$ cat src/rtl/adj_coo_writer.sv
// Dense adjacency rows in, row-major (row, col) COO entries out to the COO memory write port.
// Optional macro COO_SELF_LOOP_EN forces the diagonal bit set so that A+I is encoded.
module adj_coo_writer #(
   parameter int NUM_OF_NODES    = 6,
   parameter int COO_NUM_OF_COLS = 6,
   parameter int COO_BW          = $clog2(COO_NUM_OF_COLS),
   parameter int NODE_BW         = $clog2(NUM_OF_NODES),
   parameter int NNZ_BW          = $clog2(COO_NUM_OF_COLS + 1)
) (
   input  logic                        clk,
   input  logic                        reset,
   input  logic                        start,
   input  logic                        adj_row_valid,
   input  logic [NUM_OF_NODES-1:0]     adj_row,
   output logic                        adj_row_ready,
   output logic                        coo_wr_en,
   output logic [COO_BW-1:0]           coo_wr_address,
   output logic [1:0][NODE_BW-1:0]     coo_out,
   output logic [NNZ_BW-1:0]           nnz_count,
   output logic                        overflow,
   output logic                        done
);

   localparam logic [NODE_BW-1:0] LAST_NODE = NODE_BW'(NUM_OF_NODES - 1);
   localparam logic [COO_BW-1:0]  LAST_ADDR = COO_BW'(COO_NUM_OF_COLS - 1);
   localparam logic [NNZ_BW-1:0]  CAPACITY  = NNZ_BW'(COO_NUM_OF_COLS);

   typedef enum logic [1:0] {IDLE, WAIT_ROW, SCAN, DONE} state_t;

   state_t                   state, next_state;
   logic [NUM_OF_NODES-1:0]  scan_row;
   logic [NODE_BW-1:0]       row_idx, col_idx;
   logic [COO_BW-1:0]        address;
   logic                     bit_set, full, last_col, last_row, clear;

`ifdef COO_SELF_LOOP_EN
   assign bit_set = scan_row[col_idx] | (col_idx == row_idx);
`else
   assign bit_set = scan_row[col_idx];
`endif

   assign full     = (nnz_count >= CAPACITY);
   assign last_col = (col_idx == LAST_NODE);
   assign last_row = (row_idx == LAST_NODE);

   always_ff @(posedge clk) begin
      if (reset) state <= IDLE;
      else       state <= next_state;
   end

   always_comb begin
      next_state    = state;
      adj_row_ready = 1'b0;
      clear         = 1'b0;
      case (state)
         IDLE: begin
            if (start) begin
               next_state = WAIT_ROW;
               clear      = 1'b1;
            end
         end
         WAIT_ROW: begin
            adj_row_ready = 1'b1;
            if (adj_row_valid) next_state = SCAN;
         end
         SCAN: begin
            if (last_col) next_state = last_row ? DONE : WAIT_ROW;
         end
         DONE: begin
            if (start) begin
               next_state = WAIT_ROW;
               clear      = 1'b1;
            end
         end
         default: next_state = IDLE;
      endcase
   end

   always_ff @(posedge clk) begin
      if (reset) begin
         scan_row       <= '0;
         row_idx        <= '0;
         col_idx        <= '0;
         address        <= '0;
         nnz_count      <= '0;
         overflow       <= 1'b0;
         done           <= 1'b0;
         coo_wr_en      <= 1'b0;
         coo_wr_address <= '0;
         coo_out        <= '0;
      end else begin
         coo_wr_en <= 1'b0;
         case (state)
            WAIT_ROW: begin
               if (adj_row_valid) begin
                  scan_row <= adj_row;
                  col_idx  <= '0;
               end
            end
            SCAN: begin
               if (bit_set) begin
                  if (!full) begin
                     coo_wr_en      <= 1'b1;
                     coo_wr_address <= address;
                     coo_out[0]     <= row_idx;
                     coo_out[1]     <= col_idx;
                     nnz_count      <= nnz_count + 1'b1;
                     // address parks on the last slot once memory is full
                     if (address != LAST_ADDR) address <= address + 1'b1;
                  end else begin
                     overflow <= 1'b1;
                  end
               end
               if (last_col) begin
                  if (!last_row) row_idx <= row_idx + 1'b1;
               end else begin
                  col_idx <= col_idx + 1'b1;
               end
            end
            // done lags DONE entry by one cycle so it never coincides with the final write
            DONE: done <= 1'b1;
            default: ;
         endcase
         if (clear) begin
            row_idx   <= '0;
            address   <= '0;
            nnz_count <= '0;
            overflow  <= 1'b0;
            done      <= 1'b0;
         end
      end
   end

endmodule

$ cat config.mk
export PLATFORM = sky130hd
export DESIGN_NAME = adj_coo_writer
export DESIGN_NICKNAME = d
export VERILOG_FILES = /design/src/rtl/adj_coo_writer.sv
export SDC_FILE = /design/constraint.sdc
export NUM_CORES = 1
export LEC_CHECK = 0
export CORE_AREA = 2 2 84 86
export CTS_CLUSTER_DIAMETER = 100
export DETAILED_ROUTE_END_ITERATION = 16
export DIE_AREA = 0 0 86 88
export PLACE_DENSITY = 0.41
export SLEW_MARGIN = 40
export SYNTH_ARGS = -nofsm -noshare
export SYNTH_HDL_FRONTEND = slang
export SYNTH_SLANG_ARGS = --single-unit
$ cat constraint.sdc
create_clock -name clk -period 1.6 [get_ports clk]
set_clock_uncertainty 0.05 [all_clocks]
set_input_delay 0.16 -clock clk [delete_from_list [all_inputs] [get_ports clk]]
set_output_delay 0.16 -clock clk [all_outputs]
set_load 0.005 [all_outputs]
**Yosys cells after proc, flatten, opt, wreduce, memory -nomap -nowiden**

Cells that the tools add are included.

- Reduce and logical (&&, ||, !) cells: 12
- Order comparisons: 2
- Bitwise operators: 4
- Eq/ne operators: 10
- Add/sub/neg operators: 4
- Mux-type cells: 14

Operators by type and width:

| kind | number |
|---|---|
| $reduce_and A3 Y1 | 5 |
| $add A3 B1 Y3 const B | 4 |
| $mux W2 | 4 |
| $eq A3 B3 Y1 const B | 2 |
| $mux W3 | 2 |
| $ne A2 B2 Y1 const B | 3 |
| $pmux W2 S3 | 1 |
| $pmux W3 S2 | 1 |
| $mux W1 | 5 |
| $eq A2 B2 Y1 const B | 2 |
| $lt A3 B4 Y1 const B | 1 |
| $not A1 Y1 | 4 |
| $reduce_and A4 Y1 | 1 |
| $reduce_or A2 Y1 | 2 |
| $bmux W1 S3 | 1 |
| $ge A3 B3 Y1 const B | 1 |
| $ne A3 B3 Y1 const B | 1 |
| $reduce_or A3 Y1 | 1 |
| $eq A2 B1 Y1 const B | 1 |
| $logic_not A2 Y1 | 1 |
| $ne A2 B1 Y1 const B | 1 |
| $reduce_and A2 Y1 | 1 |
| $reduce_bool A2 Y1 | 1 |

- Input port bits: 10
- Output and inout bits: 16
- Bits in registers: 32

**Logic depth before layout (Yosys ltp)**

- Depth after elaboration: 4
- Mapped depth: 8
- Depth with buffers taken out: 6

**Worst setup path after synthesis**

No wires, ideal clock.

- Kind: register -> register
- Start: register state[0]
- End: register nnz_count[0]
- Stages on the path, launching flop included: 9
- Data arrival time: 1673 ps
- Path slack: -195 ps
- Library setup time: 72 ps
- Path through: dfxtp_1 > inv_1 > ha_1 > buf_4 > or3b_4 > nor2_4 > a2bb2oi_4 > buf_8 > mux2i_1

- Longest elaborated chain between the ends: 4
- Elaborated cells on any way between the ends: 7

RTL lines:

| item | RTL line | source |
|---|---|---|
| start, declared | 30 | `state_t state, next_state;` |
| start signal, assigned | 48 | `else state <= next_state;` |
| $eq A2 B2 Y1 / $logic_not A2 Y1 (equally long branches) | 55 | `case (state)` |
| $reduce_or A2 Y1 (no line) | -- |  |
| $mux W1 | -- |  |
| $reduce_or A2 Y1 (no line) | -- |  |
| end signal, assigned | 107 | `nnz_count <= nnz_count + 1'b1;` |
| end, declared | 19 | `output logic [NNZ_BW-1:0] nnz_count,` |

Several ways; a longest one is shown, not always the timed one.
A chain may end at the register's enable or synchronous reset.

**Worst setup path in the final report**

- Start: register state[0]
- End: register coo_wr_address[2]

- Longest elaborated chain between the ends: 2

RTL lines:

| item | RTL line | source |
|---|---|---|
| $eq A2 B2 Y1 | 93 | `case (state)` |
| $reduce_and A3 Y1 (no line) | -- |  |
| end signal, assigned | 104 | `coo_wr_address <= address;` |
| end, declared | 17 | `output logic [COO_BW-1:0] coo_wr_address,` |

Every way passes these cells.

==> results.toml <==
[clocking]
cts_buffers = 5
tritoncts_clock_tree = "yes"
root_buffer = "sky130_fd_sc_hd__clkbuf_8"
path_clk_slew_ns = 0.07
clock_insertion_delay_worst_skew_ns = 0.29
hold_buffers = 0
cts_num_sinks = 32
clock_tree.buffer_depth = 2
htree_num_levels = 2

[die]
placeable_core_region_sq_um = 6640
die_width_um = 86
rows = 30
floorplan.initialDensity_pct = 24.4
die_height_um = 88
die-area_sq_um = 7570
num_io_pins = 26

[sta]
grt_setup_unrepaired = "yes"
tightest_slew_ns = 0.396
timing.final.max_slew_violations = 0
finalSetupViolCount = 13
fmax_ghz = 0.580
timing.setup.tns_ns = -1.33
setup_ws_ns = -0.125
layout_min_cycle_time_ns = 1.73
final.period_utilization_pct = 108
relSlewSlack_pct = 73.4
hold_viol_final = 0

[grt]
antenna_found_initial = 0
grt_first_pass_wirelength_mm = 6.17
grt_util_all_layers_pct = 10.5
globalRoute.totalOverflow = 0
grt_met2_usage_pct = 15.6
use_met1_pct = 14.2
maximum_number_of_pins_on_one_net_before_global_route_repair = 20
via_count_of_the_first_global_routing_pass = 1268
gr-usage-met3_pct = 2.73
gr-max-usage-layer = "met2"

[logic_synthesis]
syn_avg_cell_area_sq_um = 9.30
ys_seq_elements = 32
synth.yosys.seq_area_share_pct = 39.6
synth.net_count = 194
syn-instance-count = 174
yosysUniqueCellTypes = 35
yosys_warnings = 0
syn_area_sq_um = 1620

[worst_hold_path]
worst_hold_startpoint = "adj_row[3]"
worst_hold_path.endpoint = "scan_row[3]$_SDFFE_PP0P_"
hold-path-cell-count = 3
kind_of_path_behind_the_tightest_hold_check = "in2reg"

[run_status]
run_status = "complete, but fails checks"
violations_in_the_final_reports = "setup timing"

[route]
vias_per_cell = 4.34
ant_nets = 0
first_pass_iters = 4
wl_mm = 3.68
drc_errors = 0
starting_drc_count_in_detailed_routing = 39
detailroute.via_count = 1318
avgRoutedWirePerCell_um = 12.1

[setup_path]
worst-r2r-setup-slack_ns = -0.13
worstSetupStartpointType = "register"
rr_endpoint = "coo_wr_address[2]$_SDFFE_PP0P_"
rr_startpoint = "state[0]$_SDFFE_PP0P_"
critPathKind = "reg2reg"
critical_path_required_ns = 1.76
reg2regPathDepth = 7
worstSetupEndpointType = "register"
cp.arrival_ns = 1.89
critical_path_peak_fanout = 11

[finish]
finalNetCount = 243
drive_above_1_share_pct = 25.0
finish.cell_count_without_fillers = 304
layout.cells.most_common = "sky130_fd_sc_hd__dfxtp_1"
final_cell_mix = "sky130_fd_sc_hd__dfxtp_1, sky130_fd_sc_hd__clkdlybuf4s50_1, sky130_fd_sc_hd__nand2b_1, sky130_fd_sc_hd__buf_4"
area_delta_synth_final_pct = 44.3
antenna_cells_inserted = 0

[placed_design]
place.detailed.hpwl_mm = 2.71
placed_cells = 293
finalWeightedCongestion = 0.729
port-buffer-count = 25
post-place-ws_ns = -0.125

[pwr]
cellPowerDensity_nw_per_um2 = 1090
totalPowerFinal_mw = 2.54
vdd.ir_drop.worst_uv = 335
total_leakage_power_nw = 0.836

[run]
max_cap_violations = 0
-- stage by stage --
step	utilization, %	cell area, sq um	hold slack (ns)
global placement	32.0	2130	0.394
finish	35.1	2330	0.393
CTS	34.6	2300	0.382
global route	35.1	2330	0.395
detailed placement	32.0	2130	0.398
floorplan	-	1650	0.257
-- state kept, by name (all words and copies together) (netlist names) --
| signal | count |
|---|---|
| coo_out | 6 |
| scan_row | 6 |
| address | 3 |
| col_idx | 3 |
| coo_wr_address | 3 |
| nnz_count | 3 |
| row_idx | 3 |
| state | 2 |
| coo_wr_en | 1 |
| done | 1 |
| overflow | 1 |
-- power by group --
part / leakage, nW / switching [mW] / internal, mW
Sequential: 0.260 / 0.0520 / 0.863
Combinational: 0.531 / 0.445 / 0.517
Clock: 0.0445 / 0.309 / 0.350
-- worst max-delay path, stage by stage (launching register included) --
cell and delay (ns):
sky130_fd_sc_hd__dfxtp_2 0.32, sky130_fd_sc_hd__inv_2 0.05, sky130_fd_sc_hd__ha_4 0.14, sky130_fd_sc_hd__or3b_4 0.40, sky130_fd_sc_hd__nor2_4 0.15, sky130_fd_sc_hd__a2bb2oi_4 0.20, sky130_fd_sc_hd__buf_12 0.17, sky130_fd_sc_hd__mux2i_1 0.17
-- cells by family after synthesis --
group	synth area share, %
AND/OR/NAND/NOR	22.4
flip-flops	39.6
AO/OA/AOI/OAI	12.7
multiplexers	10.5
buffers and inverters	4.87
adder cells (fa/ha/maj)	7.73
XOR/XNOR	2.17
-- worst max path at each step --
stage	from	to
after CTS	state[0]$_SDFFE_PP0P_	coo_wr_address[2]$_SDFFE_PP0P_
after global placement	state[0]$_SDFFE_PP0P_	coo_out[4]$_SDFFE_PP0P_
after floorplan	state[0]$_SDFFE_PP0P_	nnz_count[0]$_SDFFE_PP0P_
after detailed placement	state[0]$_SDFFE_PP0P_	coo_wr_address[0]$_SDFFE_PP0P_
after global routing	state[0]$_SDFFE_PP0P_	coo_wr_address[0]$_SDFFE_PP0P_
final	state[0]$_SDFFE_PP0P_	coo_wr_address[2]$_SDFFE_PP0P_
-- synth_stat cells --
cell                        instances  area [sq um]
sky130_fd_sc_hd__nand2b_1          20           125
sky130_fd_sc_hd__nand2_1           15          56.3
sky130_fd_sc_hd__o32ai_2            1          16.3
sky130_fd_sc_hd__mux2i_1           17           170
sky130_fd_sc_hd__a31oi_1            1          6.26
sky130_fd_sc_hd__a211oi_1           4          30.0
sky130_fd_sc_hd__a32o_1             1          10.0
sky130_fd_sc_hd__nor2b_1            3          18.8
sky130_fd_sc_hd__nor3_1             2          10.0
sky130_fd_sc_hd__inv_1              8          30.0
sky130_fd_sc_hd__nand3_1            7          35.0
sky130_fd_sc_hd__ha_1              10           125
sky130_fd_sc_hd__buf_4              2          15.0
sky130_fd_sc_hd__o21ai_1            3          15.0
sky130_fd_sc_hd__xnor2_1            3          26.3
sky130_fd_sc_hd__nand3b_1           1          7.51
sky130_fd_sc_hd__o21bai_1           1          7.51
sky130_fd_sc_hd__nor3b_1            2          15.0
sky130_fd_sc_hd__a21o_1             1          7.51
sky130_fd_sc_hd__or3b_4             1          11.3
sky130_fd_sc_hd__o21ai_0            2          10.0
sky130_fd_sc_hd__nor2_1            12          45.0
sky130_fd_sc_hd__o22ai_2            1          12.5
sky130_fd_sc_hd__clkbuf_1           5          18.8
sky130_fd_sc_hd__a21oi_1            9          45.0
sky130_fd_sc_hd__dfxtp_1           32           641
sky130_fd_sc_hd__nor2_4             1          11.3
sky130_fd_sc_hd__buf_8              1          15.0
sky130_fd_sc_hd__a221oi_1           1          8.76
sky130_fd_sc_hd__and3_1             1          6.26
sky130_fd_sc_hd__nor4b_1            1          8.76
sky130_fd_sc_hd__o211a_1            1          10.0
sky130_fd_sc_hd__and2_1             2          12.5
sky130_fd_sc_hd__xor2_1             1          8.76
sky130_fd_sc_hd__a2bb2oi_4          1          26.3
-- routing by layer --
metal	routed length (um)	vias up
met5	0	-
li1	-	686
met4	75	0
met3	108	7
met2	1550	24
met1	1940	601
-- final cells by class --
type | count | area [sq um]
fillers | 693 | 4310
multi-input cells | 126 | 997
flip-flops and latches | 32 | 647
repair buffers | 50 | 464
well taps | 80 | 100
clock buffers | 7 | 86.3
inverters | 8 | 32.5
clock inverters | 1 | 7.51
-- repair_timing --
action                                 in CTS  in global routing
setup endpoints to repair                  21                 29
setup buffers                               4                  1
cloned                                      0                  0
gates resized for setup                    13                 15
pin swaps                                   4                  5
endpoints found under the hold margin       0                  0
No activity file was read; power rests on OpenSTA's default activity.
